<file path="src/rtl/multicycle_control_unit.sv">
// Multi-cycle RV32I control unit: Moore FSM sequencing fetch/decode/execute/memory/writeback.
// Optional macro CU_MEM_HANDSHAKE_EN stretches S_MEM/L_MEM until memReady is sampled high.
//
// state  | meaning
// FETCH  | load instruction register
// DECODE | select execute state from opcode
// R_EXE  | register-register ALU op, write rd, retire
// I_EXE  | register-immediate ALU op, write rd, retire
// LU_EXE | write imm to rd (LUI), retire
// AU_EXE | write PC+imm to rd (AUIPC), retire
// J_EXE  | write PC+4, PC <= PC+imm (JAL), retire
// JL_EXE | write PC+4, PC <= (rs1+imm)&~1 (JALR), retire
// B_EXE  | compare, PC <= PC+imm if taken, retire
// S_EXE  | compute store address
// S_MEM  | data write strobe, retire on completion
// L_EXE  | compute load address
// L_MEM  | data read strobe
// L_WB   | write load data to rd, retire
// TRAP   | illegal opcode, absorbing until reset
module multicycle_control_unit #(
  parameter int ALU_CTRL_W = 4
) (
  input  logic                  clk,
  input  logic                  reset,
  input  logic [31:0]           instrCode,
  input  logic                  btaken,
  input  logic                  memReady,
  output logic                  pcEn,
  output logic [1:0]            pcSrc,
  output logic                  irWe,
  output logic                  regFileWe,
  output logic [ALU_CTRL_W-1:0] aluControl,
  output logic                  aluSrcMuxSel,
  output logic                  dataWe,
  output logic                  dataRe,
  output logic [2:0]            rfWdSel,
  output logic                  instrRetired,
  output logic                  illegalInstr
);

  typedef enum logic [3:0] {
    FETCH, DECODE, R_EXE, I_EXE, LU_EXE, AU_EXE, J_EXE, JL_EXE,
    B_EXE, S_EXE, S_MEM, L_EXE, L_MEM, L_WB, TRAP
  } state_t;

  localparam logic [6:0] OP_R  = 7'b0110011;
  localparam logic [6:0] OP_I  = 7'b0010011;
  localparam logic [6:0] OP_L  = 7'b0000011;
  localparam logic [6:0] OP_S  = 7'b0100011;
  localparam logic [6:0] OP_B  = 7'b1100011;
  localparam logic [6:0] OP_LU = 7'b0110111;
  localparam logic [6:0] OP_AU = 7'b0010111;
  localparam logic [6:0] OP_J  = 7'b1101111;
  localparam logic [6:0] OP_JL = 7'b1100111;

  state_t      state, state_next;
  logic        run;
  logic        retire;
  logic        mem_done;
  logic        unused_bits;
  logic [6:0]  opcode;
  logic [2:0]  f3;
  logic        f7b;

  assign opcode = instrCode[6:0];
  assign f3     = instrCode[14:12];
  assign f7b    = instrCode[30];

`ifdef CU_MEM_HANDSHAKE_EN
  assign mem_done    = memReady;
  assign unused_bits = ^{instrCode[31], instrCode[29:15], instrCode[11:7]};
`else
  assign mem_done    = 1'b1;
  assign unused_bits = ^{instrCode[31], instrCode[29:15], instrCode[11:7], memReady};
`endif

  function automatic logic [ALU_CTRL_W-1:0] alu_code(input logic f7, input logic [2:0] fn3);
    logic [ALU_CTRL_W-1:0] r;
    r      = '0;
    r[3:0] = {f7, fn3};
    return r;
  endfunction

  // run holds FETCH for the first edge after reset so irWe is seen in that cycle
  always_ff @(posedge clk or negedge reset) begin
    if (!reset) begin
      state <= FETCH;
      run   <= 1'b0;
    end else begin
      run <= 1'b1;
      if (run) state <= state_next;
    end
  end

  always_comb begin
    state_next   = state;
    retire       = 1'b0;
    pcEn         = 1'b0;
    pcSrc        = 2'd0;
    irWe         = 1'b0;
    regFileWe    = 1'b0;
    aluControl   = '0;
    aluSrcMuxSel = 1'b0;
    dataWe       = 1'b0;
    dataRe       = 1'b0;
    rfWdSel      = 3'd0;
    instrRetired = 1'b0;
    illegalInstr = 1'b0;

    case (state)
      FETCH: begin
        irWe       = 1'b1;
        state_next = DECODE;
      end
      DECODE: begin
        case (opcode)
          OP_R:    state_next = R_EXE;
          OP_I:    state_next = I_EXE;
          OP_L:    state_next = L_EXE;
          OP_S:    state_next = S_EXE;
          OP_B:    state_next = B_EXE;
          OP_LU:   state_next = LU_EXE;
          OP_AU:   state_next = AU_EXE;
          OP_J:    state_next = J_EXE;
          OP_JL:   state_next = JL_EXE;
          default: state_next = TRAP;
        endcase
      end
      R_EXE: begin
        aluControl = alu_code(f7b, f3);
        regFileWe  = 1'b1;
        retire     = 1'b1;
      end
      I_EXE: begin
        // only shift-right uses funct7[5] (SRAI); elsewhere it is immediate bits
        aluControl   = (f3 == 3'b101) ? alu_code(f7b, f3) : alu_code(1'b0, f3);
        aluSrcMuxSel = 1'b1;
        regFileWe    = 1'b1;
        retire       = 1'b1;
      end
      LU_EXE: begin
        regFileWe = 1'b1;
        rfWdSel   = 3'd2;
        retire    = 1'b1;
      end
      AU_EXE: begin
        regFileWe = 1'b1;
        rfWdSel   = 3'd3;
        retire    = 1'b1;
      end
      J_EXE: begin
        regFileWe = 1'b1;
        rfWdSel   = 3'd4;
        pcSrc     = 2'd1;
        retire    = 1'b1;
      end
      JL_EXE: begin
        regFileWe    = 1'b1;
        rfWdSel      = 3'd4;
        pcSrc        = 2'd2;
        aluSrcMuxSel = 1'b1;
        retire       = 1'b1;
      end
      B_EXE: begin
        aluControl = alu_code(1'b0, f3);
        pcSrc      = btaken ? 2'd1 : 2'd0;
        retire     = 1'b1;
      end
      S_EXE: begin
        aluSrcMuxSel = 1'b1;
        state_next   = S_MEM;
      end
      S_MEM: begin
        dataWe       = 1'b1;
        aluSrcMuxSel = 1'b1;
        retire       = mem_done;
      end
      L_EXE: begin
        aluSrcMuxSel = 1'b1;
        state_next   = L_MEM;
      end
      L_MEM: begin
        dataRe       = 1'b1;
        aluSrcMuxSel = 1'b1;
        if (mem_done) state_next = L_WB;
      end
      L_WB: begin
        regFileWe = 1'b1;
        rfWdSel   = 3'd1;
        retire    = 1'b1;
      end
      TRAP: begin
        illegalInstr = 1'b1;
        state_next   = TRAP;
      end
      default: state_next = FETCH;
    endcase

    if (retire) begin
      pcEn         = 1'b1;
      instrRetired = 1'b1;
      state_next   = FETCH;
    end

    // outputs drop combinationally with reset so no strobe outlives its assertion
    if (!(reset && run)) begin
      pcEn         = 1'b0;
      pcSrc        = 2'd0;
      irWe         = 1'b0;
      regFileWe    = 1'b0;
      aluControl   = '0;
      aluSrcMuxSel = 1'b0;
      dataWe       = 1'b0;
      dataRe       = 1'b0;
      rfWdSel      = 3'd0;
      instrRetired = 1'b0;
      illegalInstr = 1'b0;
    end
  end

endmodule
</file>
<file path="config.mk">
export PLATFORM = sky130hd
export DESIGN_NAME = multicycle_control_unit
export DESIGN_NICKNAME = d
export VERILOG_FILES = /design/src/rtl/multicycle_control_unit.sv
export SDC_FILE = /design/constraint.sdc
export NUM_CORES = 1
export LEC_CHECK = 0
export CORE_MARGIN = 2
export CORE_UTILIZATION = 34
export DETAILED_ROUTE_END_ITERATION = 7
export GPL_ROUTABILITY_DRIVEN = 0
export PLACE_DENSITY = 0.93
export SLEW_MARGIN = 20
export SYNTH_ARGS = -nofsm -noshare
export SYNTH_HDL_FRONTEND = slang
export SYNTH_SLANG_ARGS = --single-unit
</file>
<file path="constraint.sdc">
create_clock -name clk -period 2.2 [get_ports clk]
set_input_delay 0.22 -clock clk [delete_from_list [all_inputs] [get_ports clk]]
set_output_delay 0.22 -clock clk [all_outputs]
set_load 0.05 [all_outputs]
</file>
### Word-level counts from Yosys, hierarchy flattened

Index checks and enable logic that the tools add are counted.

| storage, ports and cells | value |
|---|---|
| register bits after elaboration | 5 |
| input port bits | 36 |
| logic and storage cells | 60 |

| cells by class | value |
|---|---|
| eq/ne operators | 25 |
| multiplexer cells | 26 |
| reductions and logical operators | 7 |

Operator list:

| operator | number |
|---|---|
| $pmux W4 S9 | 1 |
| $eq A4 B4 Y1 const B | 7 |
| $pmux W4 S7 | 1 |
| $eq A7 B6 Y1 const B | 3 |
| $eq A7 B7 Y1 const B | 3 |
| $eq A4 B3 Y1 const B | 4 |
| $mux W1 | 16 |
| $eq A7 B5 Y1 const B | 2 |
| $mux W4 | 3 |
| $pmux W3 S4 | 1 |
| $pmux W4 S3 | 1 |
| $reduce_or A9 Y1 | 1 |
| $eq A4 B2 Y1 const B | 2 |
| $eq A7 B2 Y1 const B | 1 |
| $reduce_or A7 Y1 | 1 |
| $pmux W2 S3 | 1 |
| $reduce_or A6 Y1 | 1 |
| $eq A4 B1 Y1 const B | 1 |
| $logic_not A4 Y1 | 1 |
| $eq A3 B3 Y1 const B | 1 |
| $mux W3 | 1 |
| $mux W2 | 1 |
| $ne A2 B1 Y1 const B | 1 |
| $reduce_and A2 Y1 | 1 |
| 2 further kinds | 2 |

### Depth between registers and ports, before layout

| logic depth | value |
|---|---|
| word-level depth | 5 |
| gate-level depth with buffers | 4 |
| depth with buffers taken out | 3 |

### Worst setup path before layout

Ideal clock, no wire load.

| timing path | value |
|---|---|
| path kind | flip-flop to output port |
| start point | register state[1] |
| end point | output aluControl[3] |
| arrival time | 3176 ps |
| data required time | 1980 ps |
| setup slack | -1196 ps |
| stages on the path, launching flop included | 5 |
| cells stage by stage | dfrtp_1 > buf_4 > and2b_1 > nand2_1 > a2111oi_0 |

| on the way | value |
|---|---|
| word-level cells in the longest chain between the ends | 3 |
| elaborated cells on any way between the ends | 5 |
| classes of those cells | eq/ne: 3; mux: 2 |

Ends and longest elaborated chain:

| item | line | text |
|---|---|---|
| start, declared | 56 | `state_t state, state_next;` |
| start signal, assigned | 91 | `if (run) state <= state_next;` |
| $eq A4 B4 Y1 or $eq A4 B2 Y1 (tied branches) | 110 | `case (state)` |
| $pmux W4 S3 (*) | 110 |  |
| $mux W4 (*) | 206 | `if (!(reset && run)) begin` |
| end, declared | 32 | `output logic [ALU_CTRL_W-1:0] aluControl,` |

Mark *: on every way between the ends. The rest lies on a longest branch, timed or not.

### Worst setup path after layout

| timing path | value |
|---|---|
| start point | register state[1] |
| end point | output aluControl[0] |

Same word-level chain as after synthesis.

==> run summary <==
status: finished, final reports clean
Antenna diodes: 0
worst r2r src: state[2]$_DFFE_PN0P_
WS Path Type: reg -> out
P_leak: 0.4231 nW
CTS sink cnt: 5
number of top-level pins: 53
Max Buffers Root-to-Sink: 2
core area: 1727 um2
CTS Buf Count: 3
DR WL/cell: 12.98 um
Hold Vio Cnt, Final: 0
overflow left after global routing: 0
clock-pin slew on the worst setup and hold paths: 0.04 ns
Worst Setup End Kind: output port
most instantiated cells after synthesis: nor2_1 (7), dfrtp_1 (5), nand2b_1 (5), nor3_1 (5)
GRT Resource Usage Total: 18.22%
WHS: 0.2829 ns
Buf/Inv on CP: 1
synth top area cells: dfrtp_1 (20%), nand2b_1 (5.0%), nor2_1 (4.2%)
Die Area: 2191 um2
design area: 1150 um2
Peak supply drop: 0.5566 mV
RR Endpoint: state[3]$_DFFE_PN0P_
Synth Flop Type: dfrtp_1
unrepaired setup endpoints after global routing: false
Area growth syn-to-layout: 84.54%
syn_area_per_cell: 7.507 um2
Tcrit/Tclk final: 94.73%
PortBufs: 30
H-tree Lvls: 1
drt first-iter violations: 9
final worst-path setup slack: 0.1160 ns
syn nets: 119
Crit-path slowest cell: dfrtp_1
post-synthesis cell area: 623.1 um2
final setup vio count: 0
DRC errors left: 0
Max-Cap Viols: 0
initial antenna violation count: 0
CP delay by family, top: simple AND/OR/NAND/NOR gates
number of global-route vias before repair: 717
drt first pass iters: 4
CP required: 1.98 ns
cell taking the most area after synthesis: dfrtp_1
post-layout net count: 152
Peak Freq: 0.4799 GHz
Post-DRT Antenna Nets: 0
synth unique cells: 42
post-synthesis sequential area ratio: 20.08%
sequence of cells on the critical path: or3b_1, a211oi_2, and2_1, buf_12
Yosys warnings: 0
Max Slew Vio Count: 0
PD cells: 798.1 nW/um2
number of synthesized flops with an enable pin: 0
CTS tree: built
Post-Synthesis Cells: 83
Post-CTS Setup Bufs: 0
via count: 755
DR vias/cell: 5.393
FF-to-FF path depth: 3
clk root buf: clkbuf_4
Resize count post-CTS: 0
crit path max fanout: 14
largest net degree at the start of global routing: 18
Worst-Skew Late Latency: 0.23 ns
r2r setup slk: 0.79 ns
Worst Hold Class: in -> async
fin crit period: 2.084 ns
Die X-Extent: 46.81 um
Area after DPL: 1124 um2
CP peak stage delay: 0.52 ns
Synth async-reset ratio: 100.0%
Max Clock Skew: 0.003857 ns
CP Launch Type: register
post-detail-place hpwl: 1515 um
first-pass GRT wire length: 2918 um
Starting Density: 36.09%
pre-CTS setup slack: 0.3378 ns
share of Yosys cell area claimed by the top area cell type: 20.08%
TNS Setup: 0 ns
Die H: 46.81 um
layout cell share with drive strength beyond 1: 23.48%
cell row count: 15
synthesized flop and latch total: 5
final WL: 1817 um
data arrival time of the worst path: 1.86 ns
count leader, synth: nor2_1
CTS Hold Buffers Added: 0
report_power, final:
group          switching, mW  internal (mW)
Combinational          0.307          0.285
Sequential             0.101          0.123
Clock                 0.0333         0.0683
flip-flops by register name (all words and copies together) (netlist names):
register  cells
state         4
run           1
metrics by stage:
stage	power (mW)	instances	utilization [%]
6_report	0.9177	140	66.59
5_1_grt	0.9824	140	66.59
4_1_cts	0.9169	140	66.59
3_5_place_dp	0.8122	136	65.07
3_3_place_gp	0.7844	136	65.07
2_1_floorplan	0.5847	83	-
per-layer routing:
layer	wire length, um	track usage, %	share of wire, %
met4	0	1.667	0
met2	1017	39.45	56
met5	0	0	0
met1	674	17.97	37
met3	125	3.077	6.9
worst register-to-register path, cell delays in order, from the launching register on:
cell and delay, ns:
dfrtp_1 0.55, and4bb_2 0.39, inv_1 0.05, o32ai_1 0.30
layout by cell type, fill, tap and decap left out, types with 3 or more instances in the layout:
master,netlist,routed
buf_12,0,17
clkdlybuf4s50_1,0,13
nor2_1,7,7
nor3_1,5,5
nand2b_1,5,5
dfrtp_1,5,5
nand2_1,4,4
and2_1,4,4
inv_1,4,4
nand3_1,3,3
nor2b_1,3,3
o21ai_0,3,3
clkbuf_4,0,3
buf_4,2,3
cell type report:
| type | count | area [um2] |
|---|---|---|
| clock buffers | 4 | 26.28 |
| fillers | 163 | 576.8 |
| inverters | 4 | 15.01 |
| multi-input cells | 69 | 459.2 |
| flip-flops and latches | 5 | 125.1 |
| well taps | 25 | 31.28 |
| repair buffers | 33 | 493.0 |
cells by family after synthesis:
kind of cell | synth area share [%]
AND/OR/NAND/NOR | 44.58
other | 0.6018
buffers and inverters | 7.227
AO/OA/AOI/OAI | 26.11
flip-flops | 20.08
XOR/XNOR | 1.406
worst max path at each step:
stage | slack [ns] | from | cells past startpoint | to
6_report | 0.12 | state[1]$_DFFE_PN0P_ | 4 | aluControl[0]
5_1_grt | 0.05 | state[1]$_DFFE_PN0P_ | 4 | aluControl[0]
4_1_cts | 0.13 | state[1]$_DFFE_PN0P_ | 4 | aluControl[0]
3_5_place_dp | 0.34 | reset | 6 | pcSrc[1]
3_3_place_gp | 0.38 | reset | 6 | pcSrc[1]
2_1_floorplan | 0.04 | state[2]$_DFFE_PN0P_ | 4 | pcSrc[1]
No activity file was read; power rests on OpenSTA's default activity.
